### config.mk
export PLATFORM = sky130hd
export DESIGN_NAME = regfile_wb_arbiter
export DESIGN_NICKNAME = d
export VERILOG_FILES = /design/src/rtl/regfile_wb_arbiter.sv
export SDC_FILE = /design/constraint.sdc
export NUM_CORES = 1
export LEC_CHECK = 0
export ABC_AREA = 1
export BUFFER_PORTS_ARGS = -buffer_cell sky130_fd_sc_hd__buf_2
export CAP_MARGIN = 20
export CORE_MARGIN = 1
export CORE_UTILIZATION = 30
export CTS_CLUSTER_DIAMETER = 200
export DETAILED_ROUTE_END_ITERATION = 6
export HOLD_SLACK_MARGIN = 0.02
export PLACE_DENSITY = 0.6
export SLEW_MARGIN = 30
export SYNTH_ARGS = -nofsm -noshare
export SYNTH_HDL_FRONTEND = slang
export SYNTH_SLANG_ARGS = --single-unit
### constraint.sdc
create_clock -name clk_i -period 5.12 [get_ports clk_i]
set_clock_uncertainty 0.1 [all_clocks]
set_input_delay 1.024 -clock clk_i [delete_from_list [all_inputs] [get_ports clk_i]]
set_output_delay 1.024 -clock clk_i [all_outputs]
set_load 0.01 [all_outputs]
### src/rtl/regfile_wb_arbiter.sv
// regfile_wb_arbiter
//   Writeback arbiter in front of the register file. Each functional-unit
//   result channel feeds a small per-source FIFO. Every cycle the FIFO heads
//   are scanned round-robin starting at rr_q. Up to NR_WRITE_PORTS heads are
//   granted onto the write ports, and no two granted ports ever carry the same
//   destination register. Heads targeting x0 are dropped without using a port.
//
//   Optional build macro: WB_BYPASS_EN
//     Defined   - an empty FIFO with src_valid_i high offers its input as a
//                 virtual head. If granted, it is written in the same cycle
//                 and never enters the FIFO.
//     Undefined - minimum latency from push to write is one cycle.
//
//   Ports
//     clk_i, rst_ni   clock, asynchronous active-low reset
//     src_valid_i     per-source result valid
//     src_ready_o     per-source FIFO not full (registered count only)
//     src_waddr_i     per-source destination register
//     src_wdata_i     per-source result data
//     waddr_o         per-port register-file write address (0 when idle)
//     wdata_o         per-port register-file write data (0 when idle)
//     we_o            per-port write enable
//     busy_o          some source FIFO holds an entry
//
//   Handshake: a result is accepted on a cycle where src_valid_i and
//   src_ready_o are both high. The source keeps valid and payload stable until
//   then. src_ready_o depends only on registered state, never on src_valid_i.
module regfile_wb_arbiter #(
    parameter int DATA_WIDTH     = 32,
    parameter int NR_SOURCES     = 4,
    parameter int NR_WRITE_PORTS = 2,
    parameter int FIFO_DEPTH     = 2
) (
    input  logic                                       clk_i,
    input  logic                                       rst_ni,
    input  logic [NR_SOURCES-1:0]                      src_valid_i,
    output logic [NR_SOURCES-1:0]                      src_ready_o,
    input  logic [NR_SOURCES-1:0][4:0]                 src_waddr_i,
    input  logic [NR_SOURCES-1:0][DATA_WIDTH-1:0]      src_wdata_i,
    output logic [NR_WRITE_PORTS-1:0][4:0]             waddr_o,
    output logic [NR_WRITE_PORTS-1:0][DATA_WIDTH-1:0]  wdata_o,
    output logic [NR_WRITE_PORTS-1:0]                  we_o,
    output logic                                       busy_o
);

    localparam int PTR_W = $clog2(FIFO_DEPTH);
    localparam int CNT_W = $clog2(FIFO_DEPTH + 1);
    localparam int RR_W  = (NR_SOURCES > 1) ? $clog2(NR_SOURCES) : 1;

    logic [NR_SOURCES-1:0][FIFO_DEPTH-1:0][4:0]            mem_waddr_q, mem_waddr_d;
    logic [NR_SOURCES-1:0][FIFO_DEPTH-1:0][DATA_WIDTH-1:0] mem_wdata_q, mem_wdata_d;
    logic [NR_SOURCES-1:0][PTR_W-1:0]                      rd_ptr_q, rd_ptr_d;
    logic [NR_SOURCES-1:0][PTR_W-1:0]                      wr_ptr_q, wr_ptr_d;
    logic [NR_SOURCES-1:0][CNT_W-1:0]                      count_q, count_d;
    logic [RR_W-1:0]                                       rr_q, rr_d;

    logic [NR_SOURCES-1:0]                 head_valid;
    logic [NR_SOURCES-1:0]                 head_bypass;
    logic [NR_SOURCES-1:0][4:0]            head_waddr;
    logic [NR_SOURCES-1:0][DATA_WIDTH-1:0] head_wdata;
    logic [NR_SOURCES-1:0]                 grant;
    logic [NR_SOURCES-1:0]                 push;
    logic [NR_SOURCES-1:0]                 pop_fifo;

    logic [RR_W:0]   scan_sum;
    logic [RR_W-1:0] scan_idx;
    logic            placed;
    logic            clash;

    // Ready and busy come straight from the registered counts.
    always_comb begin
        busy_o = 1'b0;
        for (int i = 0; i < NR_SOURCES; i++) begin
            src_ready_o[i] = (count_q[i] != CNT_W'(FIFO_DEPTH));
            busy_o         = busy_o | (count_q[i] != '0);
        end
    end

    // Heads offered to the arbiter: FIFO front, or (bypass build) the live input.
    always_comb begin
        for (int i = 0; i < NR_SOURCES; i++) begin
            head_valid[i]  = (count_q[i] != '0);
            head_bypass[i] = 1'b0;
            head_waddr[i]  = mem_waddr_q[i][rd_ptr_q[i]];
            head_wdata[i]  = mem_wdata_q[i][rd_ptr_q[i]];
`ifdef WB_BYPASS_EN
            if ((count_q[i] == '0) && src_valid_i[i]) begin
                head_valid[i]  = 1'b1;
                head_bypass[i] = 1'b1;
                head_waddr[i]  = src_waddr_i[i];
                head_wdata[i]  = src_wdata_i[i];
            end
`endif
        end
    end

    // Round-robin scan. Ports fill in scan order, so a set we_o[k] always means
    // "already granted this cycle" and is what the duplicate-register check uses.
    always_comb begin
        grant    = '0;
        we_o     = '0;
        waddr_o  = '0;
        wdata_o  = '0;
        rr_d     = rr_q;
        scan_sum = '0;
        scan_idx = '0;
        placed   = 1'b0;
        clash    = 1'b0;
        for (int i = 0; i < NR_SOURCES; i++) begin
            scan_sum = {1'b0, rr_q} + (RR_W + 1)'(i);
            if (scan_sum >= (RR_W + 1)'(NR_SOURCES)) begin
                scan_sum = scan_sum - (RR_W + 1)'(NR_SOURCES);
            end
            scan_idx = scan_sum[RR_W-1:0];
            if (head_valid[scan_idx]) begin
                if (head_waddr[scan_idx] == 5'd0) begin
                    // x0 writes are discarded without using a port.
                    grant[scan_idx] = 1'b1;
                end else begin
                    clash  = 1'b0;
                    placed = 1'b0;
                    for (int k = 0; k < NR_WRITE_PORTS; k++) begin
                        if (we_o[k] && (waddr_o[k] == head_waddr[scan_idx])) begin
                            clash = 1'b1;
                        end
                    end
                    for (int k = 0; k < NR_WRITE_PORTS; k++) begin
                        if (!clash && !placed && !we_o[k]) begin
                            we_o[k]    = 1'b1;
                            waddr_o[k] = head_waddr[scan_idx];
                            wdata_o[k] = head_wdata[scan_idx];
                            placed     = 1'b1;
                        end
                    end
                    if (placed) begin
                        grant[scan_idx] = 1'b1;
                        rr_d = (scan_idx == RR_W'(NR_SOURCES - 1)) ? '0 : scan_idx + 1'b1;
                    end
                end
            end
        end
    end

    // FIFO bookkeeping. A granted bypass head is consumed directly and never stored.
    always_comb begin
        mem_waddr_d = mem_waddr_q;
        mem_wdata_d = mem_wdata_q;
        rd_ptr_d    = rd_ptr_q;
        wr_ptr_d    = wr_ptr_q;
        count_d     = count_q;
        for (int i = 0; i < NR_SOURCES; i++) begin
            push[i]     = src_valid_i[i] & src_ready_o[i] & ~(grant[i] & head_bypass[i]);
            pop_fifo[i] = grant[i] & ~head_bypass[i];
            if (push[i]) begin
                mem_waddr_d[i][wr_ptr_q[i]] = src_waddr_i[i];
                mem_wdata_d[i][wr_ptr_q[i]] = src_wdata_i[i];
                wr_ptr_d[i] = wr_ptr_q[i] + 1'b1;
            end
            if (pop_fifo[i]) begin
                rd_ptr_d[i] = rd_ptr_q[i] + 1'b1;
            end
            count_d[i] = count_q[i] + CNT_W'(push[i]) - CNT_W'(pop_fifo[i]);
        end
    end

    always_ff @(posedge clk_i or negedge rst_ni) begin
        if (!rst_ni) begin
            mem_waddr_q <= '0;
            mem_wdata_q <= '0;
            rd_ptr_q    <= '0;
            wr_ptr_q    <= '0;
            count_q     <= '0;
            rr_q        <= '0;
        end else begin
            mem_waddr_q <= mem_waddr_d;
            mem_wdata_q <= mem_wdata_d;
            rd_ptr_q    <= rd_ptr_d;
            wr_ptr_q    <= wr_ptr_d;
            count_q     <= count_d;
            rr_q        <= rr_d;
        end
    end

`ifndef SYNTHESIS
    // A source must never get an entry into a full buffer.
    always_ff @(posedge clk_i) begin
        if (rst_ni) begin
            for (int i = 0; i < NR_SOURCES; i++) begin
                assert (!(push[i] && (count_q[i] == CNT_W'(FIFO_DEPTH))))
                    else $error("push into full buffer on source %0d", i);
            end
        end
    end
`endif

endmodule

==> impl_metrics.csv, run 1 <==
group,metric,value,unit
yosys,syn_nets,3148,
detailed_routing,drcViolationCount,3,
yosys,synth_top_area_share,40.11,%
global_route,grt_use_met2,35.75,%
yosys,synth_largest_area_cell,"dfrtp_1",
floorplan,die_h,257.5,µm
yosys,synthDistinctLibCells,41,
yosys,ys_async_sr_fraction,100.0,%
yosys,synth.most_common_cell,"nand2_1",
global_route,grtUsageMet1,26.52,%
clock_network,cts.sinks,314,
critical_path,crit_path_end,"wdata_o[24]",
critical_path,cp-end-kind,"primary output",
critical_path,crit_start,"rr_q[0]$_DFFE_PN0P_",
clock_network,htree_levels,2,
yosys,syn_area_per_cell,6.571,µm²
detailed_routing,vias,19600,
yosys,synth.top_cells.by_count,"nand2_1, o21ai_0, inv_1, dfrtp_1, nand3_1",
flow_run,cap_violations,0,
critical_path,timing.rr.start,"rr_q[0]$_DFFE_PN0P_",
sta,tightest_slew,899.2,ps
layout,nFillCells,7016,
global_route,grt_pass1_wl,106.8,mm
place,dp_hpwl,50.46,mm
sta,drv_slew,0,
floorplan,pin_count,235,
detailed_routing,wirelength,70.98,mm
detailed_routing,antenna_left,0,
place,place_area,0.02153,mm²
sta,finalSetupViolations,53,
clock_network,cts_max_path_buffers,3,
detailed_routing,wl_per_cell,17.56,µm
global_route,antenna_found_initial,1,
clock_network,cts-buffers-inserted,37,
sta,min_period_over_period,104.0,%
yosys,synth-main-ff-cell,"dfrtp_1",
sta,hold_viol_final,0,
clock_network,tritoncts,"yes",
yosys,synth-seq-cells,314,
critical_path,worstPathCellList,"buf_12, inv_8, ha_4, clkinvlp_4, buf_4, buf_4, nand3_1, o21ai_0, inv_1, nand2_1, nor4_2, nor2_1, nand2_1, buf_6, o21ai_0, buf_2",
critical_path,worstSetupPathType,"register to primary output",
min_path,hp-class,"input port to asynchronous set/reset pin",
outcome,outcome,"complete, but fails checks",
critical_path,r2r_slack,870,ps
place,port_buffers,234,
sta,rsz0062_at_grt,"true",
yosys,syn_inst,2981,
global_route,grt_pass1_vias,18280,
yosys,synth_area_leaders,"dfrtp_1, nand2_1, o21ai_0",
critical_path,path_depth,16,
yosys,seq_area_frac_synth,40.11,%
sta,clock.fmax,187.8,MHz
layout,drive_gt1_share,16.41,%
floorplan,row_count,93,
critical_path,path_buf_inv,8,
sta,fin_ws,-206.2,ps
clock_network,clock_latency,550,ps
layout,area_growth,20.93,%
place,gp_congestion,0.9862,
critical_path,slowest_stage,"dfrtp_2",
global_route,grt-busiest-layer,"met2",
sta,period_needed,5326,ps
layout,final_area,0.02369,mm²
critical_path,crit_arrival,4200,ps
outcome,violations,"design-rule violations, negative setup slack",
yosys,ys_warn_count,0,
critical_path,r2r_cells,24,
sta,relSlewSlack,40.05,%
critical_path,crit_family,"buffers and inverters",
detailed_routing,firstDrtPassIters,7,
floorplan,coreArea,0.06446,mm²
floorplan,start_util,30.39,%
critical_path,cp_slowest_stage_delay,420,ps
global_route,grt_usage,20.83,%
critical_path,worstPathRequired,4000,ps
detailed_routing,drtIter0Drc,1781,
yosys,synth_edf_count,0,
layout,nets,3331,
global_route,grt_max_degree,120,
floorplan,die_x,257.5,µm
yosys,synthesis.area,0.01959,mm²
clock_network,cts_root_buffer,"clkbuf_16",
global_route,grt_use_met3,2.581,%
clock_network,clk_pin_slew,70,ps
layout,final_core_util,36.75,%
floorplan,dieArea,0.06632,mm²
critical_path,start_kind,"register",
detailed_routing,via_per_inst,4.847,
layout,antennaDiodeCount,0,
global_route,overflow,0,
critical_path,reg2reg_to,"count_q[3]$_DFF_PN0_",
critical_path,path_max_fanout,32,
## per-layer routing
layer  vias up  routed length (µm)
li1       9848                   -
met1      8953               29770
met2       657               34160
met3       137                4360
met4         2                2688
met5         -                   7
## layout make-up
cell class	instances	area, µm²	area share [%]
Clock inverter	8	80.08	0.3381
Multi-Input combinational cell	2144	10070	42.50
Clock buffer	55	1096	4.627
Tap cell	855	1070	4.516
Inverter	337	1285	5.425
Sequential cell	314	7861	33.19
Timing Repair inverter	3	25.02	0.1056
Timing Repair Buffer	327	2203	9.302
## kinds of logic (layout without fill, tap and decap cells)
logic type               count (synthesis)  after routing  synth area share (%)
AO/OA/AOI/OAI                          729            729                 19.53
XOR/XNOR                                18             18                0.8048
adder cells (fa/ha/maj)                 13             13                0.8304
buffers and inverters                  524            730                 10.58
flip-flops                             314            314                 40.11
multiplexers                             2              2                0.1214
AND/OR/NAND/NOR                       1381           1382                 28.02
## flip-flops by register name, indices dropped and copies added, names as in the netlist
name / count
wr_ptr_q: 4
rd_ptr_q: 4
count_q: 8
mem_wdata_q: 256
mem_waddr_q: 40
rr_q: 2
## cells in the final DEF, fill, tap and decap left out, types with 3 or more instances in the layout
cell type / count
nand2_2: 35
o21a_1: 33
nor2_1: 106
inv_2: 22
nor3_1: 4
buf_16: 4
clkbuf_8: 6
clkbuf_1: 10
xnor2_1: 6
nand2_1: 1027
o21ai_1: 6
inv_4: 3
buf_6: 13
a31oi_1: 4
inv_6: 4
buf_4: 67
xor2_1: 12
o21ai_0: 571
o21ai_2: 3
inv_1: 309
clkbuf_16: 41
ha_1: 12
nand2_4: 12
or2_2: 4
clkinv_2: 4
a21oi_1: 67
nor2_2: 16
buf_12: 10
dfrtp_2: 3
a32o_1: 4
nand3_1: 143
nor2_4: 10
buf_2: 229
nand3_2: 17
o22ai_1: 33
dfrtp_1: 311
## stage by stage
stage	cells	setup slack, ps	hold WS (ps)	setup TNS (ps)
floorplan	2981	50.51	352.9	0
global placement	3936	-9.167	365.0	-9.167
detailed placement	3936	-0.2687	372.8	-0.2687
CTS	4035	-85.39	386.3	-1094
global route	4043	-426.7	259.7	-17860
finish	4043	-206.2	256.8	-5151
## worst min path at each step
| stage | from | to | slack, ps | cells past startpoint |
|---|---|---|---|---|
| after detailed placement | mem_wdata_q[153]$_DFFE_PN0P_ | mem_wdata_q[153]$_DFFE_PN0P_ | 370 | 2 |
| after global routing | rst_ni | mem_wdata_q[225]$_DFFE_PN0P_ | 260 | 1 |
| after CTS | mem_wdata_q[239]$_DFFE_PN0P_ | mem_wdata_q[239]$_DFFE_PN0P_ | 390 | 2 |
| final | rst_ni | mem_wdata_q[136]$_DFFE_PN0P_ | 260 | 1 |
| after global placement | mem_wdata_q[182]$_DFFE_PN0P_ | mem_wdata_q[182]$_DFFE_PN0P_ | 370 | 2 |
| after floorplan | mem_waddr_q[18]$_DFFE_PN0P_ | mem_waddr_q[18]$_DFFE_PN0P_ | 350 | 2 |
## worst reg2reg max path, cell delays in order (launching register included)
cell and delay [ps]:
dfrtp_2 420, buf_12 140, buf_4 170, nand3_1 100, and2_1 210, o21ai_4 220
inv_1 120, nor3_1 180, nand3_1 200, nand2_4 170, nor2_2 70, nand2_1 60
nand3_1 90, xor2_1 170, nor3_2 150, o2111ai_2 190, nand2_1 110, nand2_1 170
nand3_1 120, nand2_1 140, ha_1 320, inv_1 40, ha_1 180, xnor2_1 160
xor2_1 170
## timing repair
item / in CTS / in global routing
cloned: 9 / 2
gates resized for setup: 98 / 55
setup endpoints to repair: 56 / 69
buffers inserted: 27 / 6
hold buffers: 0 / 0
pin swaps: 14 / 28
Power of run 1 is not shown: default switching activity piles up to over one toggle a cycle in this logic, so the estimate is an artifact.
==> run 2, diff against run 1 <==
--- a/config.mk
+++ b/config.mk
@@ -14,6 +14,7 @@
 export DETAILED_ROUTE_END_ITERATION = 6
 export HOLD_SLACK_MARGIN = 0.02
 export PLACE_DENSITY = 0.6
+export RECOVER_POWER = 50
 export SLEW_MARGIN = 30
 export SYNTH_ARGS = -nofsm -noshare
 export SYNTH_HDL_FRONTEND = slang
==> run 2 against run 1 <==
The flow finishes with violations (max-capacitance violations, max-slew violations, negative setup slack). Wire length about the same. First-iteration DRC count decreased by 3.3%. Flip-flop and latch count unchanged. Global-route usage unchanged. Non-clock buffer count unchanged. Core utilization decreased by 0.12 points. Worst hold slack improved by 120 ps. Die area unchanged. Final cell count unchanged. Count of clock-buffer cells in the layout unchanged. Highest routed layer unchanged.
==> impl_metrics.csv, run 2 (synthesized netlist as in run 1, its figures left out) <==
group,metric,value,unit
global_route,grt_usage,20.83,%
layout,final_core_util,36.63,%
critical_path,path_max_fanout,32,
place,dp_hpwl,50.46,mm
detailed_routing,antenna_left,0,
layout,largest_reg_flops,256,
critical_path,timing.rr.start,"rr_q[0]$_DFFE_PN0P_",
layout,final-seq-area,0.007861,mm²
sta,hold_viol_final,0,
detailed_routing,via_per_inst,4.855,
floorplan,start_util,30.39,%
min_path,hp-class,"register to register",
clock_network,tritoncts,"yes",
floorplan,pin_count,235,
clock_network,cts.sinks,314,
clock_network,cts_root_buffer,"clkbuf_16",
outcome,outcome,"complete, but fails checks",
sta,min_period_over_period,104.7,%
flow_run,cap_violations,6,
sta,drv_slew,396,
critical_path,crit_arrival,4240,ps
global_route,overflow,0,
critical_path,reg2reg_to,"count_q[3]$_DFF_PN0_",
critical_path,crit_start,"rr_q[0]$_DFFE_PN0P_",
global_route,grt_max_degree,120,
clock_network,clk_pin_slew,70,ps
critical_path,start_kind,"register",
critical_path,crit_path_end,"wdata_o[24]",
layout,area_growth,20.54,%
critical_path,cp_slowest_stage_delay,420,ps
floorplan,die_h,257.5,µm
sta,finalSetupViolations,57,
layout,nFillCells,7029,
clock_network,cts_max_path_buffers,3,
floorplan,dieArea,0.06632,mm²
detailed_routing,vias,19630,
sta,period_needed,5362,ps
layout,antennaDiodeCount,0,
layout,layout.cells.most_common_list,"nand2_1, o21ai_0, dfrtp_1",
critical_path,cp-end-kind,"primary output",
layout,largest-register,"mem_wdata_q",
layout,drive_gt1_share,16.12,%
critical_path,worstPathRequired,4000,ps
detailed_routing,wirelength,70.99,mm
critical_path,r2r_slack,880,ps
detailed_routing,drtIter0Drc,1722,
place,post-place-cells,3936,
clock_network,holdBufCountCts,0,
clock_network,clock_latency,550,ps
detailed_routing,wl_per_cell,17.56,µm
sta,relSlewSlack,-113.8,%
critical_path,worstSetupPathType,"register to primary output",
detailed_routing,firstDrtPassIters,6,
layout,largestRegisters,"mem_wdata_q x256, mem_waddr_q x40, count_q x8",
place,place_area,0.02153,mm²
global_route,antenna_found_initial,1,
critical_path,slowest_stage,"dfrtp_2",
sta,tightest_slew,3206,ps
detailed_routing,drcViolationCount,0,
layout,final_common_cell,"nand2_1",
place,port_buffers,234,
sta,rsz0062_at_grt,"true",
floorplan,die_x,257.5,µm
global_route,grt_pass1_vias,18280,
outcome,violations,"max-capacitance violations, max-slew violations, negative setup slack",
floorplan,row_count,93,
layout,multi_input_area,0.01006,mm²
floorplan,coreArea,0.06446,mm²
place,place_ws,-0.2687,ps
sta,clock.fmax,186.5,MHz
clock_network,cts-buffers-inserted,37,
layout,nets,3331,
critical_path,worstPathCellList,"buf_12, inv_8, ha_4, clkinvlp_4, buf_4, buf_4, nand3_1, o21ai_0, inv_1, nand2_1, nor4_2, nor2_1, nand2_1, buf_6, o21ai_0, buf_2",
critical_path,r2r_cells,24,
layout,final_area,0.02361,mm²
clock_network,htree_levels,2,
place,gp_congestion,0.9862,
layout,final_cells,4043,
sta,fin_ws,-242.0,ps
global_route,grt_pass1_wl,106.8,mm
[run 2: cell count changes in the layout (fill, tap and decap cells not counted)]
cell and change:
buf_8 -1, buf_6 +1, buf_16 -1, dlymetal6s2s_1 +1, clkbuf_8 +1, nand3_1 +1
buf_4 -4, or2_2 -2, or2_0 +2, buf_12 -3, clkbuf_2 +1, clkbuf_1 +5
nand3_2 -1
[run 2: worst max-delay path: cells and delay by family, from the launching register on]
family | cells | cell delay [ps]
compound gates | 2 | 660
fa+ha+maj | 1 | 310
buf+inv | 8 | 1410
flops | 1 | 420
simple gates | 5 | 840
[run 2: cell type report]
class | count | share of cell area [%]
clock buffer | 55 | 4.642
clock inverter | 8 | 0.3391
inverter | 337 | 5.442
multi-input combinational | 2144 | 42.62
sequential | 314 | 33.29
tap | 855 | 4.531
timing repair buffer | 327 | 9.030
timing repair inverter | 3 | 0.1060
[run 2: metrics by stage]
stage	TNS, ps	hold slack (ps)
after floorplan	0	352.9
after global placement	-9.167	365.0
after detailed placement	-0.2687	372.8
after CTS	-1094	386.3
after global routing	-36610	392.1
final	-5979	381.5
[run 2: worst min-delay path by stage]
stage | from | end | slack, ps | depth (start not counted)
6_report | mem_wdata_q[118]$_DFFE_PN0P_ | mem_wdata_q[118]$_DFFE_PN0P_ | 380 | 2
5_1_grt | mem_wdata_q[209]$_DFFE_PN0P_ | mem_wdata_q[209]$_DFFE_PN0P_ | 390 | 2
4_1_cts | mem_wdata_q[239]$_DFFE_PN0P_ | mem_wdata_q[239]$_DFFE_PN0P_ | 390 | 2
3_5_place_dp | mem_wdata_q[153]$_DFFE_PN0P_ | mem_wdata_q[153]$_DFFE_PN0P_ | 370 | 2
3_3_place_gp | mem_wdata_q[182]$_DFFE_PN0P_ | mem_wdata_q[182]$_DFFE_PN0P_ | 370 | 2
2_1_floorplan | mem_waddr_q[18]$_DFFE_PN0P_ | mem_waddr_q[18]$_DFFE_PN0P_ | 350 | 2
[run 2: per-layer routing]
layer / wire, µm / global-route usage, %
met5: 7 / 0
met4: 2740 / 8.169
met3: 4486 / 2.581
met2: 34210 / 35.75
met1: 29540 / 26.52
[run 2: timing repair]
| action | 4_1_cts | 5_1_grt |
|---|---|---|
| pin swaps | 14 | 28 |
| setup buffers | 27 | 6 |
| resized for setup | 98 | 55 |
| setup endpoints to repair | 56 | 69 |
| gates cloned | 9 | 2 |
Power of run 2 is left out for the same reason.
